File: src/rtl/imem_loader_pkg.sv
// rtl/imem_loader_pkg.sv - shared types and constants for the instruction-memory loader
//
// Holds the loader state encoding, the instruction word width, the op-field
// slice and the default halt opcode. Imported by imem_loader and word_packer.
// Optional feature macro used by the loader: IMEM_LOADER_CHECKSUM_EN.
package imem_loader_pkg;

    localparam int WORD_W         = 32;
    localparam int BYTE_W         = 8;
    localparam int BYTES_PER_WORD = WORD_W / BYTE_W;

    // Op field of an instruction word, bits 31:26.
    localparam int OP_HI = 31;
    localparam int OP_LO = 26;
    localparam int OP_W  = OP_HI - OP_LO + 1;

    localparam logic [OP_W-1:0] HALT_OP_DEFAULT = 6'b111111;

    typedef enum logic [2:0] {
        ST_IDLE,
        ST_COLLECT,
        ST_WRITE,
        ST_CHECK,
        ST_DONE
    } state_t;

    function automatic logic [OP_W-1:0] op_field(input logic [WORD_W-1:0] w);
        return w[OP_HI:OP_LO];
    endfunction

endpackage

File: src/rtl/imem_loader_word_packer.sv
// rtl/imem_loader_word_packer.sv - little-endian byte-to-word assembly register
//
// Ports:
//   clk        in   clock, rising edge
//   rst_n      in   asynchronous active-low reset
//   clear      in   restart assembly at byte 0 and zero the word
//   accept     in   byte_data is taken this cycle
//   byte_data  in   8-bit input byte, least significant byte first
//   word       out  32-bit assembly register
//   word_full  out  the byte taken this cycle completes the word
module word_packer
    import imem_loader_pkg::*;
(
    input  logic              clk,
    input  logic              rst_n,
    input  logic              clear,
    input  logic              accept,
    input  logic [BYTE_W-1:0] byte_data,
    output logic [WORD_W-1:0] word,
    output logic              word_full
);

    logic [1:0] byte_idx;

    always_ff @(posedge clk or negedge rst_n) begin
        if (!rst_n) begin
            word     <= '0;
            byte_idx <= '0;
        end else if (clear) begin
            word     <= '0;
            byte_idx <= '0;
        end else if (accept) begin
            word[BYTE_W*byte_idx +: BYTE_W] <= byte_data;
            byte_idx                         <= byte_idx + 2'd1;
        end
    end

    // Combinational so the FSM can leave COLLECT on the same edge that
    // captures the fourth byte.
    assign word_full = accept && (byte_idx == 2'(BYTES_PER_WORD - 1));

endmodule

File: src/rtl/imem_loader.sv
// rtl/imem_loader.sv - streams a byte-wise program into instruction memory, then releases the core
//
// Optional feature macro: IMEM_LOADER_CHECKSUM_EN (trailing 32-bit checksum word).
//
// Ports:
//   sysclk      in   system clock, rising edge
//   cpu_resetn  in   asynchronous active-low reset
//   load_start  in   pulse; begins a load when idle or done
//   byte_valid  in   byte_data valid
//   byte_data   in   program byte, least significant byte of each word first
//   byte_ready  out  loader accepts a byte this cycle
//   imem_we     out  instruction memory write strobe, one cycle per word
//   imem_addr   out  instruction memory word address
//   imem_wdata  out  word to write
//   busy        out  load in progress
//   cpu_run     out  load finished without error; releases the core
//   word_count  out  words written in the current or last load
//   err         out  overflow (or checksum) error, sticky until next load
module imem_loader
    import imem_loader_pkg::*;
#(
    parameter int              IMEM_AW = 8,
    parameter logic [OP_W-1:0] HALT_OP = HALT_OP_DEFAULT
) (
    input  logic               sysclk,
    input  logic               cpu_resetn,
    input  logic               load_start,
    input  logic               byte_valid,
    input  logic [BYTE_W-1:0]  byte_data,
    output logic               byte_ready,
    output logic               imem_we,
    output logic [IMEM_AW-1:0] imem_addr,
    output logic [WORD_W-1:0]  imem_wdata,
    output logic               busy,
    output logic               cpu_run,
    output logic [IMEM_AW:0]   word_count,
    output logic               err
);

    state_t state;
    state_t state_next;

    logic [IMEM_AW-1:0] addr;
    logic [WORD_W-1:0]  word;
    logic               word_full;
    logic               accept;
    logic               clear;
    logic               start;
    logic               is_halt;
    logic               addr_last;

`ifdef IMEM_LOADER_CHECKSUM_EN
    logic [WORD_W-1:0] sum;
    logic [WORD_W-1:0] check_word;

    // The checksum word is compared as its last byte arrives, before the
    // packer register has captured it.
    assign check_word = {byte_data, word[WORD_W-BYTE_W-1:0]};
`endif

    assign accept    = byte_valid && byte_ready;
    assign start     = load_start && ((state == ST_IDLE) || (state == ST_DONE));
    assign is_halt   = (op_field(word) == HALT_OP);
    assign addr_last = &addr;

    word_packer u_word_packer (
        .clk       (sysclk),
        .rst_n     (cpu_resetn),
        .clear     (clear),
        .accept    (accept),
        .byte_data (byte_data),
        .word      (word),
        .word_full (word_full)
    );

    always_ff @(posedge sysclk or negedge cpu_resetn) begin
        if (!cpu_resetn) begin
            state <= ST_IDLE;
        end else begin
            state <= state_next;
        end
    end

    always_comb begin
        state_next = state;
        byte_ready = 1'b0;
        imem_we    = 1'b0;
        busy       = 1'b0;
        clear      = 1'b0;
        case (state)
            ST_IDLE: begin
                if (load_start) begin
                    clear      = 1'b1;
                    state_next = ST_COLLECT;
                end
            end
            ST_COLLECT: begin
                byte_ready = 1'b1;
                busy       = 1'b1;
                if (word_full) begin
                    state_next = ST_WRITE;
                end
            end
            ST_WRITE: begin
                imem_we = 1'b1;
                busy    = 1'b1;
                clear   = 1'b1;
                if (is_halt) begin
`ifdef IMEM_LOADER_CHECKSUM_EN
                    state_next = ST_CHECK;
`else
                    state_next = ST_DONE;
`endif
                end else if (addr_last) begin
                    state_next = ST_DONE;
                end else begin
                    state_next = ST_COLLECT;
                end
            end
`ifdef IMEM_LOADER_CHECKSUM_EN
            ST_CHECK: begin
                byte_ready = 1'b1;
                busy       = 1'b1;
                if (word_full) begin
                    state_next = ST_DONE;
                end
            end
`endif
            ST_DONE: begin
                if (load_start) begin
                    clear      = 1'b1;
                    state_next = ST_COLLECT;
                end
            end
            default: begin
                state_next = ST_IDLE;
            end
        endcase
    end

    always_ff @(posedge sysclk or negedge cpu_resetn) begin
        if (!cpu_resetn) begin
            addr       <= '0;
            word_count <= '0;
            err        <= 1'b0;
`ifdef IMEM_LOADER_CHECKSUM_EN
            sum        <= '0;
`endif
        end else if (start) begin
            addr       <= '0;
            word_count <= '0;
            err        <= 1'b0;
`ifdef IMEM_LOADER_CHECKSUM_EN
            sum        <= '0;
`endif
        end else if (state == ST_WRITE) begin
            // At most 2^IMEM_AW writes per load, so this never wraps.
            word_count <= word_count + 1'b1;
`ifdef IMEM_LOADER_CHECKSUM_EN
            sum        <= sum + word;
`endif
            if (!is_halt) begin
                if (addr_last) begin
                    err <= 1'b1;
                end else begin
                    addr <= addr + 1'b1;
                end
            end
        end
`ifdef IMEM_LOADER_CHECKSUM_EN
        else if ((state == ST_CHECK) && word_full && (check_word != sum)) begin
            err <= 1'b1;
        end
`endif
    end

    assign imem_addr  = addr;
    assign imem_wdata = word;
    assign cpu_run    = (state == ST_DONE) && !err;

endmodule

File: config.mk
export PLATFORM = sky130hd
export DESIGN_NAME = imem_loader
export DESIGN_NICKNAME = d
export VERILOG_FILES = /design/src/rtl/imem_loader_pkg.sv /design/src/rtl/imem_loader_word_packer.sv /design/src/rtl/imem_loader.sv
export SDC_FILE = /design/constraint.sdc
export NUM_CORES = 1
export LEC_CHECK = 0
export BUFFER_PORTS_ARGS = -buffer_cell sky130_fd_sc_hd__buf_2
export CAP_MARGIN = 20
export CORE_MARGIN = 4
export CORE_UTILIZATION = 32
export CTS_CLUSTER_DIAMETER = 30
export DETAILED_ROUTE_END_ITERATION = 10
export PLACE_DENSITY = 0.52
export RECOVER_POWER = 100
export SETUP_SLACK_MARGIN = 0.15
export SLEW_MARGIN = 5
export SYNTH_ARGS = -nofsm -noshare
export SYNTH_HDL_FRONTEND = slang
export SYNTH_HIERARCHICAL = 1
export SYNTH_SLANG_ARGS = --single-unit
File: constraint.sdc
create_clock -name sysclk -period 1.75 [get_ports sysclk]
set_clock_uncertainty 0.15 [all_clocks]
set_input_delay 0.0875 -clock sysclk [delete_from_list [all_inputs] [get_ports sysclk]]
set_output_delay 0.0875 -clock sysclk [all_outputs]
set_load 0.005 [all_outputs]
# After elaboration in Yosys (flattened, before gate mapping)
# Index checks and enable logic that the tools add are counted.
[op_classes]
muxes = 25
eq_ne = 9
addsub = 4
reduce_logical = 16
shift = 2
[op_table]
columns = ["cell", "count"]
rows = [
  ["$mux 32", 2],
  ["$neg 5->34", 1],
  ["$shift 8x34->32 const A", 1],
  ["$shiftx 8x34->32", 1],
  ["$bwmux 32", 1],
  ["$mux 8", 4],
  ["$mux 9", 2],
  ["$mux 3", 4],
  ["$add 9x1->9 const B", 1],
  ["$pmux 3 s3", 1],
  ["$add 8x1->8 const B", 1],
  ["$mux 1", 8],
  ["$reduce_and 8->1", 1],
  ["$eq 6x6->1 const B", 1],
  ["$reduce_and 3->1", 2],
  ["$reduce_bool 2->1", 3],
  ["$logic_and 1x1->1", 4],
  ["$mux 2", 2],
  ["$ne 2x1->1 const B", 2],
  ["$ne 2x2->1 const B", 2],
  ["$reduce_or 2->1", 2],
  ["$eq 3x1->1 const B", 1],
  ["$eq 3x2->1 const B", 1],
  ["$eq 3x3->1 const B", 1],
  ["other kinds (7)", 7],
]
[word_totals]
regBits = 55

# Depth between registers and ports, before layout
# Gate-level depths: netlist of the first run.
[depth]
depth_word = 6
ltp_mapped = 8

# By module
# The synthesis of the first run kept the hierarchy.
[by_module_without_submodules]
columns = ["module", "instances", "cells_each", "area_each_um2"]
rows = [
  ["word_packer", 1, 106, 1458.9],
  ["imem_loader", 1, 111, 1099.8],
]

# Least setup slack after synthesis of the first run
# Ideal clock, no wire load.
[synth_timing]
path_kind = "flip-flop to flip-flop"
start = "reg u_word_packer.byte_idx[0]"
end = "reg u_word_packer.word[15]"
path_slack_ns = -0.197
n_path_buf = 3
t_required_ns = 1.478
arrival_time_ns = 1.675
stages_incl_launch_ff = 8
synth_period_minus_slack_ns = 1.947
setup_ns = 0.122
path_cell_list = "dfrtp_1 -> buf_2 -> inv_1 -> ha_1 -> and4bb_1 -> buf_6 -> buf_6 -> a32o_1"
[synth_via]
elab_chain_len = 5
elab_cells_between_ends = 6
classes_between = "add/sub: 1; shift: 2; mux: 3"
[synth_lines]
columns = ["element", "line_no", "text"]
rows = [
  ["start: declaration", "imem_loader_word_packer.sv:23", "logic [1:0] byte_idx;"],
  ["start signal: assignment", "imem_loader_word_packer.sv:34", "byte_idx <= byte_idx + 2'd1;"],
  ["$neg 5->34 *", "imem_loader_word_packer.sv:33", "word[BYTE_W*byte_idx +: BYTE_W] <= byte_data;"],
  ["$shiftx 8x34->32 / $shift 8x34->32 (equally long branches)", "imem_loader_word_packer.sv:33", ""],
  ["$bwmux 32 *", "imem_loader_word_packer.sv:33", ""],
  ["$mux 32 *", "imem_loader_word_packer.sv:32", "end else if (accept) begin"],
  ["$mux 32 *", "imem_loader_word_packer.sv:29", "end else if (clear) begin"],
  ["end signal: indexed assignment", "imem_loader_word_packer.sv:33", ""],
  ["end: declaration", "imem_loader_word_packer.sv:19", "output logic [WORD_W-1:0] word,"],
]
# Mark *: on every way between the ends. The rest lies on a longest branch, timed or not. The select of a mux whose other input is x is not followed.
# A chain may end at the register's enable or synchronous reset.

# Worst setup path in the final report of the first run
[layout_timing]
start = "reg state[2]"
end = "reg u_word_packer.word[12]"
[layout_via]
elab_chain_len = 4
elab_cells_between_ends = 10
classes_between = "eq/ne: 3; mux: 3; reduce/logical: 4"
[layout_lines]
columns = ["element", "line_no", "text"]
rows = [
  ["start: declaration", "imem_loader.sv:40", "state_t state;"],
  ["start signal: assignment", "imem_loader.sv:80", "state <= state_next;"],
  ["$eq 3x3->1 / $logic_not 3->1 (equally long branches)", "imem_loader.sv:90", "case (state)"],
  ["$reduce_or 2->1 (no source line)", "-", ""],
  ["$pmux 1 s2 *", "imem_loader.sv:90", ""],
  ["net clear", "imem_loader.sv:47", "logic clear;"],
  ["$mux 32 / $reduce_bool 2->1 (equally long branches)", "-", ""],
]
# Mark *: on every way through the listed nets, which the timed path passes. The rest lies on a longest branch.

==> results.md, run 1 <==
- Initial drt markers: 74
- Adder-Cell Fraction of Synth Area: 0.03423
- Met1 Usage GRT: 0.2087
- Synth Instances: roughly 220
- RD Place Congestion: ~0.74
- CTS buffer count: 5
- Number of synthesized flops with an enable pin: 0
- Most frequent cell after synthesis: dfrtp_1
- Hold Path Class: in2reg
- Worst-path maximum fanout: 16
- I/O pin cnt: 66
- Launch point of the worst path: state[2]$_DFFE_PN0P_
- Main combinational cell family by area after synthesis: compound AO/OA/AOI/OAI gates
- Async SR Flop Fraction: 1.000
- Placement Setup Slack: -23.35 ps
- DR vias/cell: 5.058
- Worst EP required: between 1500 and 2000 ps
- Vias in the first global route: between 2000 and 2500
- Final wirelength: 6904 um
- Min Hold Slack: 153.2 ps
- Fraction of layout cells with a size suffix above 1: 0.3524
- Via count: 2195
- Worst r2r dst: u_word_packer/word[12]$_DFFE_PN0P_
- Layout Utilization: 0.4652
- Critical path capture point type: flip-flop
- Input/output buffers: 65
- CP Launch Type: flip-flop
- Residual DRC: 0
- Final Slew Violations: 0
- Multiplexer share of the synthesized area: 0.01956
- Reg2reg start: state[2]$_DFFE_PN0P_
- Avg Inst Size Synth: 11.79 um2
- Max Root-Sink Buffers: 2
- Maximum vdd ir drop: 0.6223 mV
- Status: complete, but fails checks
- GR Util met3: 0.03661
- FF+latch count, synth: between 50 and 60
- Worst reg-to-reg setup slack: -20 ps
- Die height: 97.42 um
- Antenna cells: 0
- Ranking of synthesized cells by area: dfrtp_1 54%, a32o_1 13%, ha_1 3.4%
- Yosys warnings: 6
- Root Driver: clkbuf_8
- DRT antenna net count: 0
- Clk Latency, worst-skew pair: 310 ps
- PwrDens: approximately 1300 mW/mm2
- Max-slew headroom: 0.4804
- Initial antenna violation count: 0
- Post-synthesis compound-gate area fraction: 0.1800
- Final HPWL DP: 4767 um
- WL per Instance: ~16 um
- Post-Synth Simple-Gate Area: 0.1604
- P_leak: 0.001626 uW
- 1st-pass router iterations: 4
- Met2 Usage GRT: 0.2193
- First-pass GRT wire length: 11080 um
- CP Capture Point: u_word_packer/word[12]$_DFFE_PN0P_
- Hold Vio Cnt, Final: 0
- Worst-case reg-to-reg path depth: 5
- # rows: 32
- Top-area cell type share of the netlist area: 0.5379
- Achievable Freq: 564.5 MHz
- Num Clock Sinks: 55
- Max cap viols: 0
- Failing checks: negative setup slack
- Gr busiest metal: met2
- Min Tclk post-route: 1771 ps
- Post-synth net total: 236
- Worst-path clk slew: 110 ps
- Netlist cell types: 39
- Area growth, synth to finish: 41.22%
- CTS tree: done
- Area after DPL: 0.003256 mm2
- H-tree depth: 2
- Synth Area in XOR/XNOR: 0.02738
- Worst slew pin tran: 779.4 ps
- Final setup fails: 17
- Yosys top cell by area: dfrtp_1
- Crit path kind: reg2reg
- Die width: 97.42 um
- Final WS setup: -21.50 ps
- Initial core utilization: 0.3294
- Pin count of the biggest net entering global routing: 56
- Total gr overflow: 0
- Final net count: 350
- Worst Path Arrival: 1830 ps
- Netlist Area Pre-Place: 0.002559 mm2
- Dominant synthesized flop cell: dfrtp_1
- Tcrit/Tclk final: 1.012
- Die area: about 0.0095 mm2
- Unrepaired setup endpoints after global routing: true
- Post-layout instance area: 0.003613 mm2
- Synth top cells by count: 55 x dfrtp_1, 32 x a32o_1, 16 x nor2_1
- Core Footprint: just under 0.008 mm2
- Gr usage total: 0.1434
- Sequential area share after synthesis: 0.5379
-- area by class of cell --
type                    instances  area, um2
inverters                       5      18.77
multi-input cells             145       1245
repair buffers                119      740.7
fillers                       772       4154
clock buffers                   6      82.58
well taps                     102      127.6
clock inverters                 2      20.02
flip-flops and latches         55       1379
-- logic make-up (layout without fill, tap and decap cells) --
family	count (synthesis)	count (layout)
AND/OR/NAND/NOR	72	72
flip-flops	55	55
AO/OA/AOI/OAI	53	53
multiplexers	5	5
XOR/XNOR	8	8
adder cells (fa/ha/maj)	7	7
buffers and inverters	17	132
-- registers in the layout, indices dropped and copies added, names as in the netlist --
signal and count:
u_word_packer/word 32, word_count 9, u_word_packer/byte_idx 2, imem_addr 8, state 3, err 1
-- layout by cell type (no fill, tap or decap), drive strengths merged --
cell type,synthesis,final
and2,7,7
nor3b,2,2
ha,7,7
a32o,32,32
nor4,1,1
buf,9,77
nor3,1,1
a21oi,8,8
nor2,16,16
o41ai,2,2
or3b,1,1
nor2b,10,10
clkbuf,3,38
clkinv,0,1
nand2b,2,2
and4b,1,1
and3,1,1
or2,1,1
inv,5,6
dlygate4sd3,0,10
xnor2,2,2
and4,1,1
o21ai,3,3
dfrtp,55,55
or4,3,3
nand4,4,4
nor4b,2,2
o31ai,3,3
nand2,11,11
xor2,6,6
mux2i,5,5
o21a,2,2
o211ai,1,1
o32a,1,1
nand3,7,7
o311ai,1,1
and4bb,1,1
-- per-stage QoR --
stage | power, uW | std cells | TNS, ps
finish | 4626 | 434 | -152.1
global placement | 3805 | 404 | 0
floorplan | 2902 | 217 | -1268
CTS | 4642 | 422 | -9.777
global route | 4975 | 434 | -1586
detailed placement | 3812 | 404 | -120.4
-- power by group --
part / switching (uW) / internal (uW) / total [uW]
registers: 234 / 1620 / 1860
logic: 1010 / 979 / 1990
clock network: 446 / 335 / 780
-- worst max-delay path: stages, from the launching register on --
cell and delay [ps]:
dfrtp_2 450, nor3b_4 280, nand2b_4 190, and4bb_1 210
buf_12 150, a32o_1 240
-- timing repair --
| action | CTS | global route |
|---|---|---|
| endpoints found under the setup margin | 44 | 47 |
| endpoints found under the hold margin | 81 | 0 |
| resized for setup | 6 | 25 |
| pin swaps | 3 | 12 |
| buffers inserted | 0 | 12 |
| hold buffers | 10 | 0 |
-- worst min path at each step --
stage,startpoint,end,cells after the start
after floorplan,cpu_resetn,err$_DFFE_PN0P_,0
final,byte_valid,u_word_packer/byte_idx[0]$_DFFE_PN0P_,5
after global placement,cpu_resetn,word_count[6]$_DFFE_PN0P_,2
after global routing,byte_valid,u_word_packer/byte_idx[0]$_DFFE_PN0P_,5
after detailed placement,cpu_resetn,word_count[4]$_DFFE_PN0P_,2
after CTS,byte_valid,u_word_packer/byte_idx[0]$_DFFE_PN0P_,5
-- per-layer routing --
layer / wire [um] / vias up
li1: - / 1044
met1: 3289 / 1090
met2: 3271 / 59
met3: 336 / 2
met4: 7 / 0
met5: 0 / -
No activity file was read; power rests on OpenSTA's default activity.
==> run 2, diff against run 1 <==
--- a/config.mk
+++ b/config.mk
@@ -13,7 +13,7 @@
 export DETAILED_ROUTE_END_ITERATION = 10
 export PLACE_DENSITY = 0.52
 export RECOVER_POWER = 100
-export SETUP_SLACK_MARGIN = 0.15
+export SETUP_SLACK_MARGIN = 0.5
 export SLEW_MARGIN = 5
 export SYNTH_ARGS = -nofsm -noshare
 export SYNTH_HDL_FRONTEND = slang
==> run 2 against run 1 <==
Non-clock buffer count increased by 8. Die area unchanged. Global-route usage increased by 1.8 points. First-iteration DRC count unchanged. Largest cell class unchanged. The flow still finishes with violations (negative setup slack). Clock-buffer cell count unchanged. Final cell count increased by 1.6%. Maximum frequency about the same. Utilization increased by 3.7 points. Routed wire length increased by 8.9%.
==> results.md, run 2 (same netlist as run 1, synthesis figures left out) <==
- Final WS setup: -21.69 ps
- PwrDens: about 1300 mW/mm2
- CTS buffer count: 5
- Die height: ~97 um
- Total gr overflow: 0
- Fraction of layout cells with a size suffix above 1: 0.4100
- Worst-path maximum fanout: 5
- Min Tclk post-route: 1772 ps
- Final wirelength: 7518 um
- Sw frac: 0.3625
- Total power: between 5000 and 6000 uW
- Max-slew headroom: 0.4767
- Final Slew Violations: 0
- Status: complete, but fails checks
- Area growth, synth to finish: 52.47%
- H-tree depth: 2
- Die area: 0.009491 mm2
- RD Place Congestion: ~0.69
- Pin count of the biggest net entering global routing: 56
- Worst EP required: 1850 ps
- Vias in the first global route: 2389
- Initial antenna violation count: 0
- Gr usage total: 0.1610
- CP Launch Type: flip-flop
- Max cap viols: 0
- Failing checks: negative setup slack
- P_leak: roughly 0.0017 uW
- WL per Instance: 17.05 um
- # rows: 32
- Antenna cells: 0
- Post-layout instance area: 0.003901 mm2
- Commonest non-fill, non-tap cells in the layout: 53 x dfrtp_1, 32 x buf_2, 32 x a32o_1, 31 x clkbuf_1, 25 x buf_6
- Seq pwr share: 0.373
- Combinational share of power: 0.476
- Root Driver: clkbuf_8
- Final HPWL DP: 4842 um
- First-pass GRT wire length: roughly 12000 um
- Max Root-Sink Buffers: 2
- Final setup fails: 2
- Initial core utilization: 0.3294
- Die width: 97.42 um
- Critical path capture point type: flip-flop
- Hold Vio Cnt, Final: 0
- Clock share of power: 0.152
- Biggest register: u_word_packer/word
- DRT antenna net count: 0
- Pint: 3213 uW
- NetSw: 1827 uW
- Unrepaired setup endpoints after global routing: true
- Max reg flops: 32
- Maximum vdd ir drop: 0.7703 mV
- Via count: 2284
- Residual DRC: 0
- Worst-path clk slew: 110 ps
- Layout Utilization: 0.5023
- DR vias/cell: around 5.2
- Final net count: ~360
- Area after DPL: 0.003238 mm2
- Tcrit/Tclk final: 1.012
- Achievable Freq: 564.4 MHz
- Worst slew pin tran: approximately 790 ps
- Hold Path Class: in2reg
- 1st-pass router iterations: 5
- Input/output buffers: 65
- Core Footprint: 0.007767 mm2
- Num Clock Sinks: 55
- CTS tree: done
- Commonest non-fill, non-tap cell in the layout: dfrtp_1
- Crit path kind: reg2reg
- Clk Latency, worst-skew pair: 320 ps
- Worst Path Arrival: 1870 ps
- Initial drt markers: 74
- Min Hold Slack: 104.4 ps
- I/O pin cnt: 66
==> run 2: changes by cell type in the layout (fill, tap and decap cells not counted), sizes merged <==
cell | before | now
buf | 77 | 85
clkinv | 1 | 0
==> run 2: power groups by stage <==
stage	Clock [uW]	Sequential (uW)	Combinational, uW
3_5_place_dp	0	1890	1900
3_3_place_gp	0	1890	1900
6_report	764	1880	2400
5_1_grt	837	1930	2620
2_1_floorplan	0	1920	1000
4_1_cts	776	1870	2410
==> run 2: path summary, 6_finish.rpt <==
check	endpoint	startpoint	slack, ps	cells after the start
max	imem_addr[3]$_DFFE_PN0P_	state[0]$_DFFE_PN0P_	-20	6
min in group asynchronous	word_count[4]$_DFFE_PN0P_	cpu_resetn	310	3
min reg2reg	word_count[8]$_DFFE_PN0P_	word_count[8]$_DFFE_PN0P_	350	1
max in group asynchronous	state[0]$_DFFE_PN0P_	cpu_resetn	580	3
min	err$_DFFE_PN0P_	load_start	100	4
max reg2reg	imem_addr[3]$_DFFE_PN0P_	state[0]$_DFFE_PN0P_	-20	6
==> run 2: timing repair <==
| item | 4_1_cts | 5_1_grt |
|---|---|---|
| cloned | 2 | 0 |
| buffers inserted | 19 | 4 |
| hold buffers | 10 | 0 |
| setup endpoints to repair | 59 | 65 |
| pin swaps | 38 | 16 |
| hold endpoints to repair | 81 | 0 |
| gates resized for setup | 63 | 12 |
==> run 2: stage by stage <==
| step | cells | setup WS, ps | TNS (ps) |
|---|---|---|---|
| after floorplan | 217 | -125.1 | -1343 |
| after global placement | 399 | -1.436 | -1.436 |
| after detailed placement | 399 | -17.25 | -17.25 |
| after CTS | 437 | -31.60 | -53.02 |
| after global routing | 441 | -103.6 | -607.7 |
| final | 441 | -21.69 | -38.70 |
==> run 2: area by class of cell <==
| type | instances | area (um2) |
|---|---|---|
| Fill cell | 729 | 3866 |
| Sequential cell | 55 | 1379 |
| Multi-Input combinational cell | 145 | 1344 |
| Timing Repair Buffer | 127 | 940.9 |
| Tap cell | 102 | 127.6 |
| Clock buffer | 6 | 82.58 |
| Inverter | 5 | 18.77 |
| Clock inverter | 1 | 8.758 |
==> run 2: worst max-delay path, stage by stage, from the launching register on <==
cell and delay, ps:
dfrtp_2 450, nor3b_4 230, buf_6 140, o21ai_4 70, buf_6 130, or4_4 410
a21oi_2 120
==> run 2: per-layer routing <==
| metal | GRT usage | wire [um] | up-vias |
|---|---|---|---|
| met5 | 0 | 0 | - |
| met4 | 0.02236 | 42 | 0 |
| met3 | 0.04810 | 453 | 6 |
| met2 | 0.2630 | 3739 | 70 |
| met1 | 0.2170 | 3284 | 1140 |
| li1 | - | - | 1068 |
==> run 3, diff against run 2 <==
--- a/config.mk
+++ b/config.mk
@@ -11,11 +11,10 @@
 export CORE_UTILIZATION = 32
 export CTS_CLUSTER_DIAMETER = 30
 export DETAILED_ROUTE_END_ITERATION = 10
-export PLACE_DENSITY = 0.52
+export PLACE_DENSITY = 0.51
 export RECOVER_POWER = 100
 export SETUP_SLACK_MARGIN = 0.5
 export SLEW_MARGIN = 5
 export SYNTH_ARGS = -nofsm -noshare
 export SYNTH_HDL_FRONTEND = slang
-export SYNTH_HIERARCHICAL = 1
 export SYNTH_SLANG_ARGS = --single-unit
==> run 3 against run 2 <==
The run now ends clean. Via count rose by 8.1%. Clock power grew 14%. Final area increased by 12%. Total power is 4.4% lower. Routed wire length rose by 7.6%. Maximum frequency is 2.3% higher. Sequential cell count is the same. Die area is 3.3% higher. Critical endpoint is now imem_addr[5]$_DFFE_PN0P_. Largest power group unchanged.
==> results.md, run 3 <==
- Clk Latency, worst-skew pair: roughly 310 ps
- Pin count of the biggest net entering global routing: 56
- Num Clock Sinks: 55
- PwrDens: 1099 mW/mm2
- Sequential area share after synthesis: 0.5191
- # rows: 32
- Number of synthesized flops with an enable pin: 0
- Synth Area in XOR/XNOR: 0.01982
- Hold Vio Cnt, Final: 0
- Maximum vdd ir drop: 0.5149 mV
- Max-slew headroom: 0.4856
- 1st-pass router iterations: 4
- Commonest non-fill, non-tap cell in the layout: dfrtp_1
- Hold Path Class: in2reg
- Netlist Area Pre-Place: 0.002651 mm2
- CTS buffer count: 5
- Initial antenna violation count: 0
- DRT antenna net count: 0
- Achievable Freq: a little under 600 MHz
- Total negative slack: 0 ps
- Final net count: ~410
- Sequential cell area: 0.001380 mm2
- Yosys warnings: 0
- Top-area cell type share of the netlist area: 0.5191
- Fraction of layout cells with a size suffix above 1: 0.4961
- Input/output buffers: between 60 and 70
- Min Tclk post-route: 1732 ps
- Residual DRC: 0
- Initial core utilization: 0.3361
- Post-synthesis compound-gate area fraction: 0.1666
- Total gr overflow: 0
- Post-Synth Simple-Gate Area: 0.2143
- Commonest non-fill, non-tap cells in the layout: 52 x dfrtp_1, 43 x buf_2, 30 x buf_6, 25 x buf_4, 21 x clkbuf_1
- Critical path capture point type: flip-flop
- Initial drt markers: 79
- Multi-input gate area: 0.001685 mm2
- FF+latch count, synth: 55
- Core Footprint: 0.007888 mm2
- Worst EP required: 1810 ps
- Multiplexer share of the synthesized area: 0.01133
- Die area: approximately 0.0098 mm2
- Tcrit/Tclk final: 0.9899
- WL per Instance: 16.54 um
- I/O pin cnt: 66
- Worst-path clk slew: 110 ps
- Worst slew pin tran: between 700 and 800 ps
- CP Launch Type: flip-flop
- DR vias/cell: just over 5
- Netlist cell types: 54
- Synth top cells by count: 55 x dfrtp_1, 25 x nand3_1, 21 x nand2_1
- Async SR Flop Fraction: 1.000
- CTS tree: done
- P_leak: 0.001964 uW
- Unrepaired setup endpoints after global routing: true
- Main combinational cell family by area after synthesis: simple AND/OR/NAND/NOR gates
- Die width: 99.03 um
- Fillers: 706
- RD Place Congestion: ~0.8
- Via count: 2470
- Adder-Cell Fraction of Synth Area: 0.03775
- Max cap viols: 0
- Ranking of synthesized cells by area: dfrtp_1 52%, a22o_1 5.0%, nand3_1 4.7%
- Root Driver: clkbuf_8
- Crit path kind: reg2reg
- Avg Inst Size Synth: 10.56 um2
- Die height: 99.03 um
- Area growth, synth to finish: 65.31%
- Antenna cells: 0
- Dominant synthesized flop cell: dfrtp_1
- H-tree depth: 2
- Worst Path Arrival: 1790 ps
- Post-synth net total: 271
- Final wirelength: 8090 um
- Max reg flops: 32
- Layout Utilization: 0.5557
- Final Slew Violations: 0
- Final HPWL DP: 5306 um
- Final setup fails: 0
- Biggest register: u_word_packer.word
- Synth Instances: 251
- Most frequent cell after synthesis: dfrtp_1
- Worst-path maximum fanout: 4
- Max Root-Sink Buffers: 2
- Status: finished, final reports clean
- First-pass GRT wire length: 13010 um
- Gr usage total: 0.1619
- Vias in the first global route: 2497
- Yosys top cell by area: dfrtp_1
[run 3: cell types whose count changed after synthesis, sizes merged, moves of 3 or more]
cell and change:
a21oi +8, a22o +15, a32o -32, and2 -6, and3 +3, buf -4
inv +3, nand2 +10, nand3 +18, nor2b -9, o21ai +5, o31ai +8
xor2 -4
[run 3: power by group]
group / switching, uW / leakage, uW / internal [uW]
Clock: 439 / 0.0000558 / 433
Combinational: 1120 / 0.00116 / 1140
Sequential: 192 / 0.000752 / 1490
Total: 1750 / 0.00196 / 3060
[run 3: stage by stage]
stage / setup slack [ps] / power [uW] / instance area (um2) / std cells / hold slack [ps]
2_1_floorplan: 88.94 / 2641 / 2810 / 251 / -358.1
3_3_place_gp: 38.24 / 3253 / 3431 / 439 / -33.82
3_5_place_dp: 8.013 / 3276 / 3431 / 439 / -32.53
4_1_cts: 59.41 / 4546 / 3983 / 473 / 163.3
5_1_grt: -70.86 / 5124 / 4383 / 489 / 191.6
6_report: 17.59 / 4817 / 4383 / 489 / 169.8
[run 3: path summary, 6_finish.rpt]
kind / from / end / slack [ps] / cells after the start
worst max-delay path: imem_addr[0]$_DFFE_PN0P_ / imem_addr[5]$_DFFE_PN0P_ / 20 / 5
worst min-delay path: load_start / word_count[7]$_DFFE_PN0P_ / 170 / 5
worst max register to register: imem_addr[0]$_DFFE_PN0P_ / imem_addr[5]$_DFFE_PN0P_ / 20 / 5
worst min register to register: u_word_packer.word[2]$_DFFE_PN0P_ / u_word_packer.word[2]$_DFFE_PN0P_ / 350 / 2
max in group asynchronous: cpu_resetn / state[1]$_DFFE_PN0P_ / 540 / 3
min in group asynchronous: cpu_resetn / imem_addr[7]$_DFFE_PN0P_ / 320 / 3
[run 3: area by class of cell]
type	count	share of cell area
inverter	8	0.007422
multi-input combinational	178	0.3845
clock inverter	2	0.008850
tap	102	0.02912
timing repair buffer	138	0.2387
clock buffer	6	0.01656
sequential	55	0.3149
[run 3: kinds of logic (layout without fill, tap and decap cells)]
| family | after synthesis | in the layout |
|---|---|---|
| buffers and inverters | 18 | 154 |
| AND/OR/NAND/NOR | 100 | 100 |
| XOR/XNOR | 6 | 6 |
| multiplexers | 3 | 3 |
| AO/OA/AOI/OAI | 61 | 61 |
| adder cells (fa/ha/maj) | 8 | 8 |
| flip-flops | 55 | 55 |
[run 3: layer usage]
metal,global-route usage,vias up,part of all wire
met3,0.02760,10,0.033
met2,0.2474,46,0.48
met1,0.2350,1214,0.47
met4,0.04727,0,0.015
met5,0,-,0
li1,-,1200,-
[run 3: critical path, cell delays in order, from the launching register on]
cell	delay, ps
dfrtp_1	410
clkbuf_1	270
and3_4	270
nand3_2	100
o41ai_4	360
a21oi_2	80
[run 3: repair_timing]
item | in CTS | in global routing
endpoints found under the setup margin | 60 | 66
buffers inserted | 15 | 16
pin swaps | 31 | 26
gates resized for setup | 45 | 72
gates cloned | 0 | 0
endpoints found under the hold margin | 90 | 0
hold buffers | 11 | 0
